## src/rtl/display_scan_ctrl_pkg.sv

```systemverilog
// Shared types and defaults for the multiplexed seven-segment scan controller.
package display_pkg;

    typedef logic [3:0] nibble_t;

    typedef enum logic {
        IDLE = 1'b0,
        PEND = 1'b1
    } scan_state_t;

    localparam int DEFAULT_N_DIGITS = 4;
    localparam int DEFAULT_SCAN_DIV = 27000;
    localparam int DEFAULT_DEAD_CYC = 64;

endpackage

```

## src/rtl/display_scan_ctrl_if.sv

```systemverilog
// Digit-set load handshake between a host and the scan controller.
interface display_scan_ctrl_if #(
    parameter int N_DIGITS = 4
) ();

    logic                    load_valid;
    logic                    load_ready;
    logic [4*N_DIGITS-1:0]   load_data;

    modport master (
        output load_valid,
        output load_data,
        input  load_ready
    );

    modport slave (
        input  load_valid,
        input  load_data,
        output load_ready
    );

endinterface

```

## src/rtl/display_scan_ctrl_timer.sv

```systemverilog
// Slot divider and digit index counter with lit/slot/frame strobes.
module scan_timer
    import display_pkg::*;
#(
    parameter int N_DIGITS = DEFAULT_N_DIGITS,
    parameter int SCAN_DIV = DEFAULT_SCAN_DIV,
    parameter int DEAD_CYC = DEFAULT_DEAD_CYC
) (
    input  logic                        clk,
    input  logic                        rst_n,
    output logic [$clog2(N_DIGITS)-1:0] idx_o,
    output logic                        lit_o,
    output logic                        slot_end_o,
    output logic                        frame_end_o,
    output logic                        frame_begin_o
);

    localparam int DIV_W   = $clog2(SCAN_DIV);
    localparam int IDX_W   = $clog2(N_DIGITS);
    localparam int LIT_CYC = SCAN_DIV - DEAD_CYC;

    logic [DIV_W-1:0] div_q, div_d;
    logic [IDX_W-1:0] idx_q, idx_d;
    logic             slot_end;
    logic             last_idx;

    assign slot_end = (div_q == DIV_W'(SCAN_DIV - 1));
    assign last_idx = (idx_q == IDX_W'(N_DIGITS - 1));

    always_comb begin
        div_d = div_q + DIV_W'(1);
        idx_d = idx_q;
        if (slot_end) begin
            div_d = '0;
            idx_d = last_idx ? '0 : idx_q + IDX_W'(1);
        end
    end

    always_ff @(posedge clk or negedge rst_n) begin
        if (!rst_n) begin
            div_q <= '0;
            idx_q <= '0;
        end else begin
            div_q <= div_d;
            idx_q <= idx_d;
        end
    end

    // 32-bit compare so DEAD_CYC=0 still leaves every cycle lit
    assign lit_o         = (32'(div_q) < 32'(LIT_CYC));
    assign idx_o         = idx_q;
    assign slot_end_o    = slot_end;
    assign frame_end_o   = slot_end & last_idx;
    assign frame_begin_o = (div_q == '0) & (idx_q == '0);

endmodule

```

## src/rtl/display_scan_ctrl.sv

```systemverilog
// Double-buffered digit scan controller driving one shared decode path.
module display_scan_ctrl
    import display_pkg::*;
#(
    parameter int N_DIGITS = DEFAULT_N_DIGITS,
    parameter int SCAN_DIV = DEFAULT_SCAN_DIV,
    parameter int DEAD_CYC = DEFAULT_DEAD_CYC
) (
    input  logic                clk,
    input  logic                rst_n,
    display_scan_ctrl_if.slave  load,
    input  logic                blank_lz,
    output nibble_t             digit_out,
    output logic                digit_blank,
    output logic [N_DIGITS-1:0] anode_n,
    output logic                frame_start
);

    localparam int IDX_W = $clog2(N_DIGITS);
    localparam int BUF_W = 4 * N_DIGITS;

    logic [IDX_W-1:0]    idx;
    logic                lit;
    logic                frame_end;
    logic                frame_begin;

    scan_state_t         state_q, state_d;
    logic [BUF_W-1:0]    active_q, active_d;
    logic [BUF_W-1:0]    shadow_q, shadow_d;

    nibble_t             digit_q;
    logic                blank_q;
    logic [N_DIGITS-1:0] anode_q, anode_d;
    logic                fs_q;

    logic [N_DIGITS-1:0] blank_v;
    logic                hi_zero;
    nibble_t             cur_nib;
    logic                cur_blank;

    scan_timer #(
        .N_DIGITS (N_DIGITS),
        .SCAN_DIV (SCAN_DIV),
        .DEAD_CYC (DEAD_CYC)
    ) u_timer (
        .clk           (clk),
        .rst_n         (rst_n),
        .idx_o         (idx),
        .lit_o         (lit),
        .slot_end_o    (),
        .frame_end_o   (frame_end),
        .frame_begin_o (frame_begin)
    );

    assign load.load_ready = (state_q == IDLE);

    // Commit only on the frame boundary so a frame never mixes old and new digits
    always_comb begin
        state_d  = state_q;
        shadow_d = shadow_q;
        active_d = active_q;
        unique case (state_q)
            IDLE: begin
                if (load.load_valid) begin
                    shadow_d = load.load_data;
                    state_d  = PEND;
                end
            end
            PEND: begin
                if (frame_end) begin
                    active_d = shadow_q;
                    state_d  = IDLE;
                end
            end
        endcase
    end

    always_ff @(posedge clk or negedge rst_n) begin
        if (!rst_n) begin
            state_q  <= IDLE;
            shadow_q <= '0;
            active_q <= '0;
        end else begin
            state_q  <= state_d;
            shadow_q <= shadow_d;
            active_q <= active_d;
        end
    end

    always_comb begin
        blank_v = '0;
        hi_zero = 1'b1;
        for (int i = N_DIGITS - 1; i > 0; i--) begin
            hi_zero    = hi_zero & (active_q[4*i +: 4] == 4'h0);
            blank_v[i] = blank_lz & hi_zero;
        end
    end

    assign cur_nib   = active_q[{idx, 2'b00} +: 4];
    assign cur_blank = blank_v[idx];

    always_comb begin
        anode_d = '1;
        if (lit && !cur_blank) begin
            anode_d[idx] = 1'b0;
        end
    end

    always_ff @(posedge clk or negedge rst_n) begin
        if (!rst_n) begin
            digit_q <= '0;
            blank_q <= 1'b0;
            anode_q <= '1;
            fs_q    <= 1'b0;
        end else begin
            digit_q <= cur_nib;
            blank_q <= cur_blank;
            anode_q <= anode_d;
            fs_q    <= frame_begin;
        end
    end

    assign digit_out   = digit_q;
    assign digit_blank = blank_q;
    assign anode_n     = anode_q;
    assign frame_start = fs_q;

endmodule

```

## src/flat_wrapper.sv

```systemverilog
// flat-port wrapper written by rule: the top's interface ports become plain ports
module display_scan_ctrl_flat import display_pkg::*;
#(
    parameter int N_DIGITS = DEFAULT_N_DIGITS,
    parameter int SCAN_DIV = DEFAULT_SCAN_DIV,
    parameter int DEAD_CYC = DEFAULT_DEAD_CYC
)
  (clk, rst_n, blank_lz, digit_out, digit_blank, anode_n, frame_start, load_load_valid, load_load_data, load_load_ready);
  display_scan_ctrl_if #(.N_DIGITS(N_DIGITS)) load_i ();
  input  logic clk;
  input  logic rst_n;
  input  logic blank_lz;
  output nibble_t digit_out;
  output logic digit_blank;
  output logic [N_DIGITS-1:0] anode_n;
  output logic frame_start;
  input wire logic [$bits(load_i.load_valid)-1:0] load_load_valid;
  input wire logic [$bits(load_i.load_data)-1:0] load_load_data;
  output wire logic [$bits(load_i.load_ready)-1:0] load_load_ready;
  assign load_i.load_valid = load_load_valid;
  assign load_i.load_data = load_load_data;
  assign load_load_ready = load_i.load_ready;
  display_scan_ctrl #(.N_DIGITS(N_DIGITS), .SCAN_DIV(SCAN_DIV), .DEAD_CYC(DEAD_CYC)) u_core (.clk(clk), .rst_n(rst_n), .load(load_i), .blank_lz(blank_lz), .digit_out(digit_out), .digit_blank(digit_blank), .anode_n(anode_n), .frame_start(frame_start));
endmodule
```

## config.mk

```make
export PLATFORM = sky130hd
export DESIGN_NAME = display_scan_ctrl_flat
export DESIGN_NICKNAME = d
export VERILOG_FILES = /design/src/rtl/display_scan_ctrl_pkg.sv /design/src/rtl/display_scan_ctrl_if.sv /design/src/rtl/display_scan_ctrl_timer.sv /design/src/rtl/display_scan_ctrl.sv /design/src/flat_wrapper.sv
export SDC_FILE = /design/constraint.sdc
export NUM_CORES = 1
export LEC_CHECK = 0
export ABC_AREA = 1
export ABC_CLOCK_PERIOD_IN_PS = 1400
export BUFFER_PORTS_ARGS = -buffer_cell sky130_fd_sc_hd__buf_2
export CORE_ASPECT_RATIO = 1.75
export CORE_MARGIN = 5
export CORE_UTILIZATION = 52
export CTS_CLUSTER_DIAMETER = 40
export DETAILED_ROUTE_END_ITERATION = 8
export PLACE_DENSITY = 0.84
export SLEW_MARGIN = 20
export SYNTH_ARGS = -nofsm -noshare
export SYNTH_HDL_FRONTEND = slang
export SYNTH_SLANG_ARGS = --single-unit
```

## constraint.sdc

```tcl
create_clock -name clk -period 1.4 [get_ports clk]
set_input_delay 0.42 -clock clk [delete_from_list [all_inputs] [get_ports clk]]
set_output_delay 0.42 -clock clk [all_outputs]
set_load 0.02 [all_outputs]
```

==> impl_metrics.ini, run 1 <==
[status]
status = complete, but fails checks
violations = negative setup slack

[clock_tree]
cts-root-buf = clkbuf_8
clk_latency_ns = 0.34
clock-sinks = 60
cts_hold_buf = 0
cts_buffers = 9
cts_tree = done
clock_path_buffers = 2
htree_levels = 3
clkTransAtPathRegs_ns = 0.07

[logic_synthesis]
synth_xor_area_share_pct = 1.52
netlist_area_um2 = 2880
netlist_top_cells_area = dfrtp_1 49%, nand2_1 10%, nor2_1 6.8%
synthAdderAreaFrac_pct = 2.61
syn_inst = 318
yosys.area.top_type = dfrtp_1
synth_simple_gate_area_share_pct = 29.1
netlist.area_leader.share_pct = 48.7
synth_warnings = 0
synth-edff-count = 0
synthMuxAreaShare_pct = 6.26
synth_top_family_by_area = simple AND/OR/NAND/NOR gates
synth_compound_area_share_pct = 2.96
synth.most_common_cell = nand2_1
avgSynthCellArea_um2 = 9.05
synth.distinct_cells = 31
async_flop_share_pct = 100
synth_ff_type = dfrtp_1
synth_seq_cells = 60
syn-num-nets = 344
synth-seq-area-share_pct = 52.4
synth_common_cells = 78 x nand2_1, 56 x dfrtp_1, 52 x nor2_1

[floorplanning]
rows = 36
core_area_um2 = 5500
dieArea_um2 = 7180
top_level_ports = 31
die_x_um = 66.2
die_y_um = 108
initial_core_util_pct = 52.3

[pwr]
total_leakage_power_nw = 1.90
cellPowerDensity_nw_per_um2 = 893
peakVddDrop_mv = 0.762

[cells_and_area]
layout-drive-gt1-share_pct = 34.6
multi_input_area_um2 = 1330
antennaDiodeCount = 0
fill_cells = 426
seqCellArea_um2 = 1510
syn_to_final_growth_pct = 26.7
nets = 404

[sta]
rsz0062_at_grt = true
finalCritPeriodShare_pct = 104
finalHoldViolCount = 0
slew_violations = 0
worst_slack_ns = -0.0509
fin_tns_setup_ns = -0.295
tightestPinTransition_ns = 0.306
fin_hold_ws_ns = 0.0679
finalSetupViolCount = 14
fmax_ghz = 0.689
fin_crit_ns = 1.45
skew_ns = 0.00736
worst_slew_margin_rel_pct = 79.6

[routing]
wl_per_cell_um = 14.1
vias_per_cell = 5.23
drc = 0
drtIter0Drc = 141
vias = 2394
wl_um = 6470
antenna_left = 0
dr.pass1.iters = 4

[setup_path]
cp-end-kind = register
path_class = reg2reg
slowest_delay_ns = 0.40
startpoint_type = register
worstPathRequired_ns = 1.63
path_max_fanout = 8
worstPathArrival_ns = 1.68
crit_chain = ha_4 -> nand2_4 -> inv_4 -> nand2_4 -> nor2_8 -> nand3_4 -> nand2_1 -> nand2_1
slowest_stage = dfrtp_1

[global_route]
grt_max_degree = 61
track_usage_pct = 19.3
grt_pass1_wl_um = 10300
grt_pass1_vias = 2309
antenna_found_initial = 0
overflow = 0

[place]
dp_hpwl_um = 4430
numPortBuffers = 30
place.gp.congestion = 0.929

[min_path]
hold_path.class = in2async

[run]
maxCapViolations = 0
-- report_power, final --
| part | leakage, nW | switching [mW] | internal (mW) | total [mW] |
|---|---|---|---|---|
| sequential | 0.776 | 0.0287 | 1.79 | 1.82 |
| clock | 0.0811 | 0.696 | 0.629 | 1.32 |
| combinational | 1.05 | 0.0523 | 0.0622 | 0.114 |
-- placed cells by master (no fill, tap or decap), types with 2 or more instances in the layout --
master / n
nand2_2: 15
clkinv_2: 3
ha_1: 4
nand2_1: 63
nand2_4: 4
nand4_1: 19
o22ai_1: 4
buf_4: 18
mux2_2: 16
buf_6: 6
o21ai_0: 9
clkinvlp_4: 3
clkinv_4: 2
nand3_4: 2
inv_4: 3
nor2_2: 2
nor2_8: 2
or2_2: 2
buf_12: 3
nor4_1: 2
inv_2: 2
nor2_1: 50
dfrtp_1: 54
dfrtp_2: 2
xor2_1: 4
inv_1: 21
clkbuf_8: 9
dfstp_2: 4
nand3_1: 15
nand3_2: 3
buf_2: 25
-- layout make-up --
type | count | share of cell area, %
flip-flops and latches | 60 | 41.4
multi-input cells | 225 | 36.5
repair buffers | 54 | 11.7
clock buffers | 9 | 3.40
inverters | 28 | 3.23
well taps | 76 | 2.61
clock inverters | 6 | 1.17
-- path summary, 6_finish.rpt --
kind / end / depth (start not counted) / slack [ns] / start
hold / removal: u_core.u_timer.div_q[10] / 2 / 0.07 / rst_n
max in group asynchronous: u_core.anode_n[1] / 2 / 1.02 / rst_n
setup reg to reg: u_core.active_q[5] / 8 / -0.05 / u_core.u_timer.div_q[0]
min in group clk: u_core.shadow_q[8] / 2 / 0.30 / load_load_data[8]
setup / recovery: u_core.active_q[5] / 8 / -0.05 / u_core.u_timer.div_q[0]
hold reg to reg: u_core.active_q[0] / 2 / 0.49 / u_core.active_q[0]
-- registers in the layout, indices dropped and copies added, names as in the netlist --
name and count:
u_core.active_q 16, u_core.shadow_q 16, u_core.u_timer.div_q 15, u_core.anode_n 4
u_core.digit_out 4, u_core.u_timer.idx_o 2, u_core.digit_blank 1, u_core.frame_start 1
u_core.state_q 1
-- timing repair --
action,4_1_cts,5_1_grt
pin swaps,0,17
endpoints found under the setup margin,24,39
endpoints found under the hold margin,0,0
resized for setup,14,34
cloned,1,2
buffers inserted,1,3
-- kinds of logic (layout without fill, tap and decap cells) --
logic type	Yosys count	after routing
buffers and inverters	35	97
AO/OA/AOI/OAI	16	16
AND/OR/NAND/NOR	180	182
multiplexers	16	16
adder cells (fa/ha/maj)	6	6
flip-flops	60	60
XOR/XNOR	5	5
-- worst max-delay path: cells and delay by family, from the launching register on --
kind | cells | cell delay [ns]
adder cells (fa/ha/maj) | 1 | 0.18
flip-flops | 1 | 0.40
buffers and inverters | 1 | 0.07
AND/OR/NAND/NOR | 6 | 0.69
-- metal layers --
metal	track usage (%)	routed length (um)	vias to the layer above
li1	-	-	1163
met1	18.9	2360	1138
met2	34.7	3540	71
met3	5.51	298	22
met4	11.6	272	0
met5	0	0	-
-- stage by stage --
step / worst slack (ns) / std cells / instance area [um2] / util, % / total power, mW
after floorplan: 0.00584 / 318 / 2880 / - / 1.89
after global placement: 0.0467 / 436 / 3270 / 59.4 / 1.96
after detailed placement: -0.0189 / 436 / 3270 / 59.4 / 1.97
after CTS: -0.0237 / 453 / 3490 / 63.5 / 3.29
after global routing: -0.114 / 458 / 3640 / 66.3 / 3.39
final: -0.0509 / 458 / 3640 / 66.3 / 3.26
Power figures use the tool's default switching activity.
==> run 2, diff against run 1 <==
--- a/config.mk
+++ b/config.mk
@@ -6,7 +6,7 @@
 export NUM_CORES = 1
 export LEC_CHECK = 0
 export ABC_AREA = 1
-export ABC_CLOCK_PERIOD_IN_PS = 1400
+export ABC_CLOCK_PERIOD_IN_PS = 1180
 export BUFFER_PORTS_ARGS = -buffer_cell sky130_fd_sc_hd__buf_2
 export CORE_ASPECT_RATIO = 1.75
 export CORE_MARGIN = 5
@@ -14,7 +14,9 @@
 export CTS_CLUSTER_DIAMETER = 40
 export DETAILED_ROUTE_END_ITERATION = 8
 export PLACE_DENSITY = 0.84
+export SKIP_LAST_GASP = 1
 export SLEW_MARGIN = 20
 export SYNTH_ARGS = -nofsm -noshare
 export SYNTH_HDL_FRONTEND = slang
+export SYNTH_HIERARCHICAL = 1
 export SYNTH_SLANG_ARGS = --single-unit
==> constraint.sdc (replaced) <==
create_clock -name clk -period 1.18 [get_ports clk]
set_input_delay 0.354 -clock clk [delete_from_list [all_inputs] [get_ports clk]]
set_output_delay 0.354 -clock clk [all_outputs]
set_load 0.02 [all_outputs]
==> run 2 against run 1 <==
Net effect: sequential share of layout area down 5.5 points; combinational power down 28%; utilization up 14 points; sequential cell count unchanged; critical endpoint is now u_core/active_q[8]; the run ends with negative hold slack, negative setup slack left; largest power group unchanged.
==> impl_metrics.ini, run 2 <==
[floorplanning]
die_y_um = 107
die_x_um = 65.6
top_level_ports = 31
initial_core_util_pct = 53.5
rows = 35
core_area_um2 = 5260
dieArea_um2 = 7040

[logic_synthesis]
synth_warnings = 6
yosys.area.top_type = dfrtp_1
synth_ff_type = dfrtp_1
syn-num-nets = 338
synth-seq-area-share_pct = 53.5
netlist_top_cells_area = dfrtp_1 50%, nand2_1 7.5%, nor2_1 7.3%
avgSynthCellArea_um2 = 8.96
synth.distinct_cells = 28
synth_seq_cells = 60
netlist.area_leader.share_pct = 49.8
synth_common_cells = 56 x dfrtp_1, 56 x nand2_1, 55 x nor2_1
syn_inst = 314
netlist_area_um2 = 2810
async_flop_share_pct = 100
synth-edff-count = 0

[pwr]
switching_share_pct = 20.8
combPwrFrac_pct = 2.0
internal_power_mw = 3.25
cellPowerDensity_nw_per_um2 = 977
p_seq_share_pct = 50.2
peakVddDrop_mv = 1.05
clkPwrFrac_pct = 47.8
p_switching_mw = 0.854
total_leakage_power_nw = 2.12

[global_route]
grt_pass1_vias = 2749
grt_pass1_wl_um = 13400
track_usage_pct = 26.5
antenna_found_initial = 0
overflow = 0
grt_max_degree = 61

[routing]
wl_um = 9030
antenna_left = 0
dr.pass1.iters = 6
drc = 0
vias = 2717
vias_per_cell = 5.81
wl_per_cell_um = 19.3
drtIter0Drc = 217

[setup_path]
path_max_fanout = 7
slowest_delay_ns = 0.41
startpoint_type = register
slowest_stage = dfrtp_1
path_class = reg2reg
worstPathArrival_ns = 1.95
cp_num_buf_inv = 3
crit_family = simple AND/OR/NAND/NOR gates
crit_chain = inv_2 -> nand4_1 -> nor2_4 -> nand2_2 -> nor2_4 -> nand2_4 -> buf_6 -> buf_6 -> a21oi_2
worstPathRequired_ns = 1.46
cp-end-kind = register

[sta]
worst_slew_margin_rel_pct = 78.1
skew_ns = 0.00885
finalSetupViolCount = 52
fin_crit_ns = 1.67
worst_slack_ns = -0.490
fin_hold_ws_ns = -0.000284
finalHoldViolCount = 1
fmax_ghz = 0.599
tightestPinTransition_ns = 0.329
rsz0062_at_grt = true
fin_tns_setup_ns = -12.04
finalCritPeriodShare_pct = 142
slew_violations = 0

[cells_and_area]
design_area_um2 = 4200
antennaDiodeCount = 0
fin_cells = 468
final_common_cell = dfrtp_1
nets = 433
reg_top3 = u_core/active_q x16, u_core/shadow_q x16, u_core/u_timer/div_q x15
utilization_pct = 79.9
syn_to_final_growth_pct = 49.2
final_cell_mix = 56 x dfrtp_1, 46 x buf_4, 40 x nand2_1
layout-drive-gt1-share_pct = 49.2

[min_path]
hold_path.class = in2async

[place]
place.gp.congestion = 0.977
dp_slack_ns = -0.394
place_area_um2 = 3440
dp_hpwl_um = 5610
numPortBuffers = 30
dp_cells = 441

[status]
violations = negative hold slack, negative setup slack
status = complete, but fails checks

[clock_tree]
clk_latency_ns = 0.35
clock-sinks = 60
cts_tree = done
cts-root-buf = clkbuf_8
cts_hold_buf = 0
cts_buffers = 9
clkTransAtPathRegs_ns = 0.07
clock_path_buffers = 2
htree_levels = 3

[run]
maxCapViolations = 0
==> run 2: cell types whose count changed after synthesis, sizes merged, moves of 3 or more <==
cell / before / now
nand4: 20 / 9
inv: 25 / 42
a21oi: 1 / 12
nand2: 82 / 61
nor2: 54 / 59
o211ai: 0 / 3
o22ai: 4 / 0
mux2: 16 / 13
nor3: 1 / 5
a22oi: 0 / 4
clkinv: 3 / 0
==> run 2: timing repair <==
action	4_1_cts	5_1_grt
buffers inserted	14	8
pin swaps	13	23
gates resized for setup	73	61
setup endpoints to repair	53	68
==> run 2: logic make-up after synthesis <==
family                   after synthesis  synth area share [%]
XOR/XNOR                               7                  2.18
buffers and inverters                 47                  6.89
flip-flops                            60                  53.5
multiplexers                          13                  5.60
adder cells (fa/ha/maj)                4                  1.78
AO/OA/AOI/OAI                         32                  6.31
AND/OR/NAND/NOR                      151                  23.7
==> run 2: cell type report <==
type / instances / area [um2]
repair buffers: 89 / 741
flip-flops and latches: 60 / 1510
clock inverters: 6 / 80.1
multi-input cells: 207 / 1510
inverters: 42 / 170
fillers: 286 / 1060
well taps: 55 / 68.8
clock buffers: 9 / 124
==> run 2: power groups by stage <==
stage,clock (mW),combinational [mW],sequential (mW)
3_5_place_dp,0,0.0822,2.10
2_1_floorplan,0,0.00201,2.10
6_report,1.96,0.0818,2.06
4_1_cts,1.98,0.0828,2.06
3_3_place_gp,0,0.0792,2.10
5_1_grt,2.09,0.0950,2.06
==> run 2: stage by stage <==
stage	power, mW	hold slack, ns
2_1_floorplan	2.10	0.0584
3_3_place_gp	2.17	0.378
3_5_place_dp	2.18	0.382
4_1_cts	4.12	0.0160
5_1_grt	4.25	0.0294
6_report	4.10	-0.000284
==> run 2: final timing paths <==
path	slack [ns]	cells past startpoint	from	endpoint
worst max-delay path	-0.49	9	u_core/u_timer/div_q[12]	u_core/active_q[8]
worst min-delay path	-0.0003	2	rst_n	u_core/u_timer/div_q[7]
worst max register to register	-0.49	9	u_core/u_timer/div_q[12]	u_core/active_q[8]
worst min register to register	0.51	1	u_core/shadow_q[10]	u_core/active_q[10]
max in group asynchronous	0.86	2	rst_n	u_core/anode_n[2]
min in group clk	0.24	2	load_load_data[11]	u_core/shadow_q[11]
==> run 2: routing by layer <==
layer,wire [um],vias up,track usage [%],share of wire (%)
li1,-,1196,-,-
met1,2850,1322,24.8,32
met2,4980,134,46.6,55
met3,453,65,5.33,5.0
met4,745,0,23.4,8.3
met5,0,-,0,0
==> run 3, diff against run 2 <==
==> constraint.sdc (replaced) <==
create_clock -name clk -period 1.18 [get_ports clk]
set_input_delay 0.354 -clock clk [delete_from_list [all_inputs] [get_ports clk]]
set_output_delay 0.354 -clock clk [all_outputs]
set_load 0.005 [all_outputs]
==> run 3 against run 2 <==
Net effect: the run ends with negative setup slack left; fmax about the same; clock power about the same; clock skew decreased by 0.0032 ns; critical path depth unchanged; power decreased by 0.28%; cell area decreased by 1.1%; utilization decreased by 0.88 points; via count decreased by 0.74%; critical path type unchanged; largest cell class is now flip-flops and latches.
==> impl_metrics.ini, run 3 (synthesis results as in run 2) <==
[status]
status = complete, but fails checks
violations = negative setup slack

[run]
maxCapViolations = 0

[cells_and_area]
nets = 436
fin_cells = 471
antennaDiodeCount = 0
final_common_cell = dfrtp_1
reg_top3 = u_core/active_q x16, u_core/shadow_q x16, u_core/u_timer/div_q x15
utilization_pct = 79.0
final_cell_mix = 56 x dfrtp_1, 45 x buf_4, 40 x nand2_1
syn_to_final_growth_pct = 47.6
layout-drive-gt1-share_pct = 49.0

[setup_path]
path_max_fanout = 7
slowest_delay_ns = 0.40
startpoint_type = register
cp.depth = 9
path_class = reg2reg
cp_common_cell = nand2_4
slowest_stage = dfrtp_1
worstPathRequired_ns = 1.45
cp_num_buf_inv = 2
r2r-end = u_core/active_q[15]
cp-startpoint = u_core/u_timer/div_q[1]
worstPathArrival_ns = 1.94
cp-end-kind = register
r2r-start = u_core/u_timer/div_q[1]
r2r_slack_ns = -0.49
reg2regPathDepth = 9
crit_chain = ha_4 -> nand2_4 -> nor3_4 -> nand2_2 -> nor2_4 -> nand2_4 -> buf_6 -> buf_4 -> a21oi_2
crit_family = simple AND/OR/NAND/NOR gates
endpoint = u_core/active_q[15]

[sta]
slew_violations = 0
fin_crit_ns = 1.67
skew_ns = 0.00564
worst_slew_margin_rel_pct = 78.4
fmax_ghz = 0.598
finalSetupViolCount = 51
rsz0062_at_grt = true
finalCritPeriodShare_pct = 142
fin_tns_setup_ns = -13.07
worst_slack_ns = -0.492
fin_hold_ws_ns = 0.00238
tightestPinTransition_ns = 0.325
finalHoldViolCount = 0

[clock_tree]
clock_path_buffers = 2
clkTransAtPathRegs_ns = 0.07
cts_buffers = 9
clock-sinks = 60
htree_levels = 3
cts-root-buf = clkbuf_8
cts_tree = done
clk_latency_ns = 0.34

[global_route]
grt_max_degree = 61
overflow = 0
antenna_found_initial = 0
grt_pass1_vias = 2738
track_usage_pct = 25.9
grt_pass1_wl_um = 13200

[floorplanning]
rows = 35
die_x_um = 65.6
top_level_ports = 31
die_y_um = 107
initial_core_util_pct = 53.5
dieArea_um2 = 7040
core_area_um2 = 5260

[pwr]
power_mw = 4.09
peakVddDrop_mv = 0.820
total_leakage_power_nw = 2.10
cellPowerDensity_nw_per_um2 = 985

[routing]
vias = 2697
dr.pass1.iters = 5
wl_per_cell_um = 20.1
drc = 0
wl_um = 9490
antenna_left = 0
vias_per_cell = 5.73
drtIter0Drc = 211

[place]
numPortBuffers = 30
dp_hpwl_um = 5610
dp_cells = 441
place.gp.congestion = 0.977

[min_path]
hold_path.class = in2async
run 3: how the worst min path moves through the flow:
| stage | to | slack [ns] | cells past startpoint |
|---|---|---|---|
| floorplan | u_core/active_q[0] | 0.06 | 0 |
| global placement | u_core/u_timer/div_q[7] | 0.38 | 2 |
| detailed placement | u_core/u_timer/div_q[7] | 0.38 | 2 |
| CTS | u_core/active_q[2] | 0.02 | 2 |
| global route | u_core/shadow_q[7] | 0.03 | 2 |
| finish | u_core/u_timer/div_q[7] | 0.002 | 2 |
run 3: where the power goes:
group / switching [mW] / internal, mW / total, mW
sequential: 0 / 2.06 / 2.06
combinational: 0.0517 / 0.0300 / 0.0817
clock: 0.790 / 1.16 / 1.95
total: 0.842 / 3.25 / 4.09
run 3: cell type report:
class,instances,area (um2)
sequential,60,1510
multi-input combinational,207,1480
fill,296,1100
timing repair buffer,92,719
inverter,42,178
clock buffer,9,124
clock inverter,6,80.1
tap,55,68.8
run 3: metrics by stage:
stage | setup WS (ns) | instance area (um2)
floorplan | -0.350 | 2880
global placement | -0.339 | 3440
detailed placement | -0.394 | 3440
CTS | -0.367 | 3910
global route | -0.555 | 4150
finish | -0.492 | 4150
run 3: layer usage:
metal,global-route usage [%],vias to the layer above,part of all wire [%]
met1,24.6,1283,31
met3,4.28,72,4.7
li1,-,1204,-
met4,21.2,0,9.5
met5,0,-,0
met2,46.8,138,55
run 3: what timing repair did:
action,in CTS,in global routing
endpoints found under the setup margin,51,65
hold buffers,0,0
gates cloned,0,0
buffers inserted,14,9
pin swaps,13,21
resized for setup,50,65
